## src/rtl/inst_encoder.sv

```systemverilog
// inst_encoder: pipelined RISC-V instruction encoder (inverse of the immediate
// extender). Checks that an immediate is encodable in the selected format and
// packs opcode, register, funct3 and immediate fields into a 32-bit word.
//
// Ports:
//   clk, rst_n            clock, asynchronous active-low reset
//   in_valid/in_ready     request handshake
//   in_fmt                001 I, 011 S, 100 B, 101 U, 110 J (others illegal)
//   in_opcode, in_rd, in_rs1, in_rs2, in_funct3, in_imm   request fields
//   out_valid/out_ready   result handshake
//   out_inst              encoded word (0 on error)
//   out_err, out_err_code error flag; 00 ok, 01 range, 10 misaligned, 11 bad fmt
//   enc_count, err_count  saturating counts of delivered good / error results
module inst_encoder #(
    parameter int unsigned COUNT_W = 16
) (
    input  logic               clk,
    input  logic               rst_n,
    input  logic               in_valid,
    output logic               in_ready,
    input  logic [2:0]         in_fmt,
    input  logic [6:0]         in_opcode,
    input  logic [4:0]         in_rd,
    input  logic [4:0]         in_rs1,
    input  logic [4:0]         in_rs2,
    input  logic [2:0]         in_funct3,
    input  logic [31:0]        in_imm,
    output logic               out_valid,
    input  logic               out_ready,
    output logic [31:0]        out_inst,
    output logic               out_err,
    output logic [1:0]         out_err_code,
    output logic [COUNT_W-1:0] enc_count,
    output logic [COUNT_W-1:0] err_count
);

    typedef enum logic [2:0] {
        FMT_I = 3'b001,
        FMT_S = 3'b011,
        FMT_B = 3'b100,
        FMT_U = 3'b101,
        FMT_J = 3'b110
    } fmt_e;

    typedef enum logic [1:0] {
        ERR_NONE  = 2'b00,
        ERR_RANGE = 2'b01,
        ERR_ALIGN = 2'b10,
        ERR_FMT   = 2'b11
    } err_e;

    // Stage 1 state
    logic        s1_valid;
    fmt_e        s1_fmt;
    err_e        s1_err;
    logic [6:0]  s1_opcode;
    logic [4:0]  s1_rd, s1_rs1, s1_rs2;
    logic [2:0]  s1_funct3;
    logic [31:0] s1_imm;

    logic        s1_load, s2_load;
    err_e        chk_err;
    logic        bad_fmt, misaligned, out_of_range;
    logic [31:0] word;

    assign s2_load  = !out_valid || out_ready;
    assign s1_load  = !s1_valid || s2_load;
    assign in_ready = !s1_valid || !out_valid || out_ready;

    // Encodability checks on the incoming request
    always_comb begin
        bad_fmt      = 1'b1;
        misaligned   = 1'b0;
        out_of_range = 1'b0;
        case (fmt_e'(in_fmt))
            FMT_I, FMT_S: begin
                bad_fmt      = 1'b0;
                out_of_range = !((&in_imm[31:11]) || !(|in_imm[31:11]));
            end
            FMT_B: begin
                bad_fmt      = 1'b0;
                misaligned   = in_imm[0];
                out_of_range = !((&in_imm[31:12]) || !(|in_imm[31:12]));
            end
            FMT_U: begin
                bad_fmt      = 1'b0;
                out_of_range = |in_imm[11:0];
            end
            FMT_J: begin
                bad_fmt      = 1'b0;
                misaligned   = in_imm[0];
                out_of_range = !((&in_imm[31:20]) || !(|in_imm[31:20]));
            end
            default: ;
        endcase

        if (bad_fmt)           chk_err = ERR_FMT;
        else if (misaligned)   chk_err = ERR_ALIGN;
        else if (out_of_range) chk_err = ERR_RANGE;
        else                   chk_err = ERR_NONE;
    end

    // Field packing from stage-1 registers
    always_comb begin
        case (s1_fmt)
            FMT_I:   word = {s1_imm[11:0], s1_rs1, s1_funct3, s1_rd, s1_opcode};
            FMT_S:   word = {s1_imm[11:5], s1_rs2, s1_rs1, s1_funct3, s1_imm[4:0], s1_opcode};
            FMT_B:   word = {s1_imm[12], s1_imm[10:5], s1_rs2, s1_rs1, s1_funct3,
                             s1_imm[4:1], s1_imm[11], s1_opcode};
            FMT_U:   word = {s1_imm[31:12], s1_rd, s1_opcode};
            FMT_J:   word = {s1_imm[20], s1_imm[10:1], s1_imm[11], s1_imm[19:12],
                             s1_rd, s1_opcode};
            default: word = '0;
        endcase
        if (s1_err != ERR_NONE) word = '0;
    end

    always_ff @(posedge clk or negedge rst_n) begin
        if (!rst_n) begin
            s1_valid  <= 1'b0;
            s1_fmt    <= FMT_I;
            s1_err    <= ERR_NONE;
            s1_opcode <= '0;
            s1_rd     <= '0;
            s1_rs1    <= '0;
            s1_rs2    <= '0;
            s1_funct3 <= '0;
            s1_imm    <= '0;
        end else if (s1_load) begin
            s1_valid <= in_valid;
            if (in_valid) begin
                s1_fmt    <= fmt_e'(in_fmt);
                s1_err    <= chk_err;
                s1_opcode <= in_opcode;
                s1_rd     <= in_rd;
                s1_rs1    <= in_rs1;
                s1_rs2    <= in_rs2;
                s1_funct3 <= in_funct3;
                s1_imm    <= in_imm;
            end
        end
    end

    always_ff @(posedge clk or negedge rst_n) begin
        if (!rst_n) begin
            out_valid    <= 1'b0;
            out_inst     <= '0;
            out_err      <= 1'b0;
            out_err_code <= '0;
        end else if (s2_load) begin
            out_valid <= s1_valid;
            if (s1_valid) begin
                out_inst     <= word;
                out_err      <= (s1_err != ERR_NONE);
                out_err_code <= s1_err;
            end
        end
    end

    always_ff @(posedge clk or negedge rst_n) begin
        if (!rst_n) begin
            enc_count <= '0;
            err_count <= '0;
        end else if (out_valid && out_ready) begin
            if (out_err) begin
                if (err_count != '1) err_count <= err_count + COUNT_W'(1);
            end else begin
                if (enc_count != '1) enc_count <= enc_count + COUNT_W'(1);
            end
        end
    end

endmodule

```

## config.mk

```make
export PLATFORM = sky130hd
export DESIGN_NAME = inst_encoder
export DESIGN_NICKNAME = d
export VERILOG_FILES = /design/src/rtl/inst_encoder.sv
export SDC_FILE = /design/constraint.sdc
export NUM_CORES = 1
export LEC_CHECK = 0
export BUFFER_PORTS_ARGS = -buffer_cell sky130_fd_sc_hd__buf_2
export CAP_MARGIN = 0
export CORE_MARGIN = 2
export CORE_UTILIZATION = 25
export CTS_BUF_LIST = sky130_fd_sc_hd__clkbuf_8
export DETAILED_ROUTE_END_ITERATION = 7
export HOLD_SLACK_MARGIN = 0.02
export PLACE_DENSITY_LB_ADDON = 0.12
export SLEW_MARGIN = 20
export SYNTH_ARGS = -nofsm -noshare
export SYNTH_HDL_FRONTEND = slang
export SYNTH_SLANG_ARGS = --single-unit
```

## constraint.sdc

```tcl
create_clock -name clk -period 2.4 [get_ports clk]
set_input_delay 0.48 -clock clk [delete_from_list [all_inputs] [get_ports clk]]
set_output_delay 0.48 -clock clk [all_outputs]
set_load 0.02 [all_outputs]
```

* Word-level counts from Yosys, hierarchy flattened
Cells that the tools add are included.
** Storage, ports and cells
- Register bits :: 131
- Output and inout bits :: 69
- Word-level logic and storage cells :: 68
** Cells by class
- $add $sub $neg :: 2
- Equality and inequality tests :: 12
- Multiplexer cells :: 7
- Bitwise operators :: 1
- Reduce and logical (&&, ||, !) cells :: 31
** Operators with widths (number)
- $pmux W32 S5 :: 1
- $add A16 B1 Y16 const B :: 2
- $mux W32 :: 1
- $ne A16 B16 Y1 const B :: 2
- $reduce_or A12 Y1 :: 2
- $reduce_and A21 Y1 :: 1
- $reduce_or A21 Y1 :: 1
- $reduce_and A20 Y1 :: 1
- $reduce_or A20 Y1 :: 1
- $eq A3 B3 Y1 const B :: 6
- $reduce_and A12 Y1 :: 1
- $logic_not A1 Y1 :: 8
- $logic_or A1 B1 Y1 :: 7
- $eq A3 B1 Y1 const B :: 2
- $eq A3 B2 Y1 const B :: 2
- $reduce_and A3 Y1 :: 2
- $reduce_or A5 Y1 :: 1
- $mux W2 :: 2
- $pmux W1 S4 :: 1
- $reduce_and A2 Y1 :: 2
- $reduce_or A2 Y1 :: 2
- $mux W1 :: 2
- $reduce_bool A2 Y1 :: 1
- $logic_and A1 B1 Y1 :: 1
- $not A1 Y1 :: 1

* Depth between registers and ports, before layout
- Word-level depth :: 8
- Depth in mapped cells :: 7

* Worst setup path after synthesis
No wires, ideal clock.
- Path kind :: register to register
- Start point :: register enc_count[7]
- End point :: register enc_count[15]
- Library setup time :: 129 ps
- Data arrival time :: 1678 ps
- Data required time :: 2271 ps
- Slack :: 593 ps
- Cell stages (with the launch flop) :: 7
- Buffers on the path :: 1
- Period minus slack after synthesis :: 1807 ps
- Path through :: dfrtp_1 and4_4 and3_4 buf_6 a2111oi_4 nand4_1 xnor2_1
** On the way
- Cells in the longest elaborated chain, start to end :: 2
** RTL lines
- from (decl) :: line 33 : output logic [COUNT_W-1:0] enc_count,
- from (signal assigned) :: line 168 : if (enc_count != '1) enc_count <= enc_count + COUNT_W'(1);
- parallel branches: the longest is 2 deep, another holds $add A16 B1 Y16
Several ways; the timed one is not identified.
A chain may end at the register's enable or synchronous reset.

* Final worst setup path
- Start point :: register err_count[0]
- End point :: register err_count[1]
** On the way
- Cells in the longest elaborated chain, start to end :: 2
** RTL lines
- from (decl) :: line 34 : output logic [COUNT_W-1:0] err_count
- from (signal assigned) :: line 166 : if (err_count != '1) err_count <= err_count + COUNT_W'(1);
- parallel branches: the longest is 2 deep, another holds $add A16 B1 Y16
Several ways; the timed one is not identified.

==> flow_summary.ini <==
[outcome]
run_status = finished clean

[timing]
hold_violations = 0
max_slew_margin = 0.615
setup_ws_ns = 0.544
rsz0062_at_grt = false
period_share = 0.773
slew_viol_final = 0
timing.final.setup_violations = 0
fin_setup_tns_ns = 0
max_freq_mhz = 539
timing_worst_slew_pin_value_ns = 0.575
finalClockSkew_ns = 0.00727
timing.final.crit_period_ns = 1.86

[cells_and_area]
layout_overhead_on_the_synthesized_area_pct = 25.9
final_net_count = 812
final_core_utilization = 0.318
share_of_final_layout_standard_cells_stronger_than_drive_strength_1 = 0.300
final_cell_mix = buf_2, dfrtp_1, nand2_1
final-instance-count-excl-fill = 1084
final_common_cell = buf_2

[detailed_routing]
drcViolationCount = 0
drt-wirelength-per-cell_um = 16.7
initialDrtViolationCount = 270
route.detailed.vias_per_inst = 4.53
drtAntennaViolNets = 0
route.final.wire_length_um = 18100
via_count = 4912
drt_first_pass_iters = 4

[yosys]
yosys.area_share.simple = 0.166
edff_count_synth = 0
synth_top_family_by_area = simple AND/OR/NAND/NOR gates
syn_nets = 675
synth_xor_area_frac = 0.0388
synth-compound-area-share = 0.129
seq_area_frac_synth = 0.539
synth_mux_area_frac = 0.0841
synth-main-ff-cell = dfrtp_1
synth_area_per_cell_sq_um = 10.0
number_of_cells_produced_by_synthesis = 609
netlist-cell-type-count = 48
ys_ff_latch = 131
post_synth_instance_area_sq_mm = 0.00609
yosysWarningCount = 0
yosys.area_share.adder = 0.00411
synth_async_sr_flop_share = 1.00

[grt]
grt_pass1_wl_um = 28900
global_route_usage_over_all_layers = 0.147
grt_overflow = 0
grt_max_degree = 80
first_global_vias = 5083
antenna_found_initial = 1

[clocking]
clk_root_buffer_cell = clkbuf_8
cts_tree = yes
clk_pin_slew_ns = 0.08
post_cts.resized_instances = 0
worst_skew_pair.late_latency_ns = 0.44
clkSinkCount = 131
clock_tree.htree_level_count = 4
cts_buffer_depth = 2
num_cts_buffers = 17

[floorplan]
start_util = 0.253
die-area_sq_mm = 0.0256
vertical_extent_of_the_die_um = 160
ioPinCount = 133
core_outline_area_sq_mm = 0.0241
total_number_of_placement_rows = 57
die_x_um = 160

[setup_path]
worst-setup-path-type = reg -> reg
timing.critical_path.to_type = flip-flop
crit_path_start_kind = flip-flop
cp.arrival_ns = 2.18
critPathRequiredTime_ns = 2.73
crit_fanout = 6

[place]
preCtsSetupSlack_ns = 0.429
detailed_place_hpwl_um = 13100
instance_count_after_placement_with_tap_cells_included = 1050
gp_routability_congestion = 0.758
numPortBuffers = 132

[power]
power_switching_w = 0.00198
pwr-share-seq = 0.439
max-vdd-ir-drop_mv = 0.307
pwr_density_cell_mw_per_mm2 = 829
power_leakage_nw = 3.58
internal-power_w = 0.00437
pwr-share-comb = 0.221
switching_share = 0.312
power.share.clock = 0.340

[min_path]
hold_path.class = in -> reg

[job]
max-cap-violations = 0
==> stage by stage <==
stage / hold WS, ns / total power [W] / cell area (sq um)
after floorplan: 0.184 / 0.00366 / 6090
after global placement: 0.394 / 0.00424 / 7180
after detailed placement: 0.397 / 0.00426 / 7180
after CTS: 0.201 / 0.00647 / 7660
after global routing: 0.210 / 0.00674 / 7660
final: 0.230 / 0.00635 / 7660
==> final cells by class <==
type / count / area, sq um
Fill cell: 2605 / 16400
Sequential cell: 131 / 3280
Multi-Input combinational cell: 420 / 2570
Timing Repair Buffer: 152 / 845
Tap cell: 324 / 405
Clock buffer: 23 / 317
Clock inverter: 9 / 149
Inverter: 24 / 90.1
Antenna cell: 1 / 2.50
==> path summary, 6_finish.rpt <==
path | from | to | slack, ns | cells after the start
max | err_count[0] | err_count[1] | 0.54 | 5
min | in_funct3[0] | s1_funct3[0] | 0.23 | 3
max reg2reg | err_count[0] | err_count[1] | 0.54 | 5
min reg2reg | s1_opcode[6] | s1_opcode[6] | 0.48 | 2
max in group asynchronous | rst_n | s1_fmt[0] | 1.14 | 3
min in group asynchronous | rst_n | err_count[15] | 0.49 | 2
==> what timing repair did <==
| item | 4_1_cts | 5_1_grt |
|---|---|---|
| hold endpoints to repair | 30 | 0 |
| buffers inserted | 0 | 0 |
| hold buffers | 1 | 0 |
==> power by group through the flow <==
stage | Clock, W | Sequential, W | Combinational, W
finish | 0.00216 | 0.00279 | 0.00141
global route | 0.00233 | 0.00284 | 0.00156
CTS | 0.00224 | 0.00279 | 0.00144
detailed placement | 0 | 0.00283 | 0.00143
global placement | 0 | 0.00283 | 0.00141
floorplan | 0 | 0.00295 | 0.000709
==> registers in the layout (all words and copies together) (netlist names) <==
register / flops
s1_funct3: 3
err_count: 16
out_valid: 1
s1_imm: 32
out_err: 1
s1_err: 2
s1_rs1: 5
s1_fmt: 3
out_err_code: 2
s1_rs2: 5
s1_opcode: 7
enc_count: 16
s1_rd: 5
out_inst: 32
s1_valid: 1
==> per-layer routing <==
metal,track usage,wire [um],share of wire,up-vias
met2,0.232,8360,0.46,120
met1,0.198,8550,0.47,2389
met5,0,0,0,-
met4,0.0504,340,0.019,0
li1,-,-,-,2384
met3,0.0343,807,0.045,19
==> cells by family (layout without fill, tap and decap cells) <==
kind of cell | after synthesis | count (layout)
compound gates | 128 | 128
mux | 47 | 47
simple gates | 216 | 216
flops | 131 | 131
other cells | 0 | 1
buf+inv | 58 | 208
xor+xnor | 27 | 27
fa+ha+maj | 2 | 2
==> synth_stat cells (2+ instances only) <==
master,number,share of area
a21oi_1,22,0.018
a22o_1,14,0.020
a22oi_1,7,0.0086
a31oi_1,5,0.0051
and3_1,2,0.0021
buf_2,6,0.0049
clkbuf_1,25,0.015
dfrtp_1,130,0.53
ha_1,2,0.0041
inv_1,24,0.015
mux2_2,33,0.061
mux2i_1,14,0.023
nand2_1,120,0.074
nand2b_1,5,0.0051
nand3_1,14,0.012
nand3b_1,2,0.0025
nand4_1,16,0.016
nor2_1,19,0.012
nor2b_1,11,0.011
nor3_1,6,0.0049
nor4_1,9,0.0092
o21ai_0,56,0.046
o21ai_1,12,0.0099
o2bb2ai_1,5,0.0072
or3_1,2,0.0021
xnor2_1,23,0.033
xor2_1,4,0.0058
==> critical path: stages (launching register included) <==
cell     delay (ns)
dfrtp_1        0.42
ha_1           0.24
nand2_1        0.14
nor2_1         0.07
a31oi_1        0.47
mux2_2         0.40
Note: power is estimated with default switching activity, not from simulation.
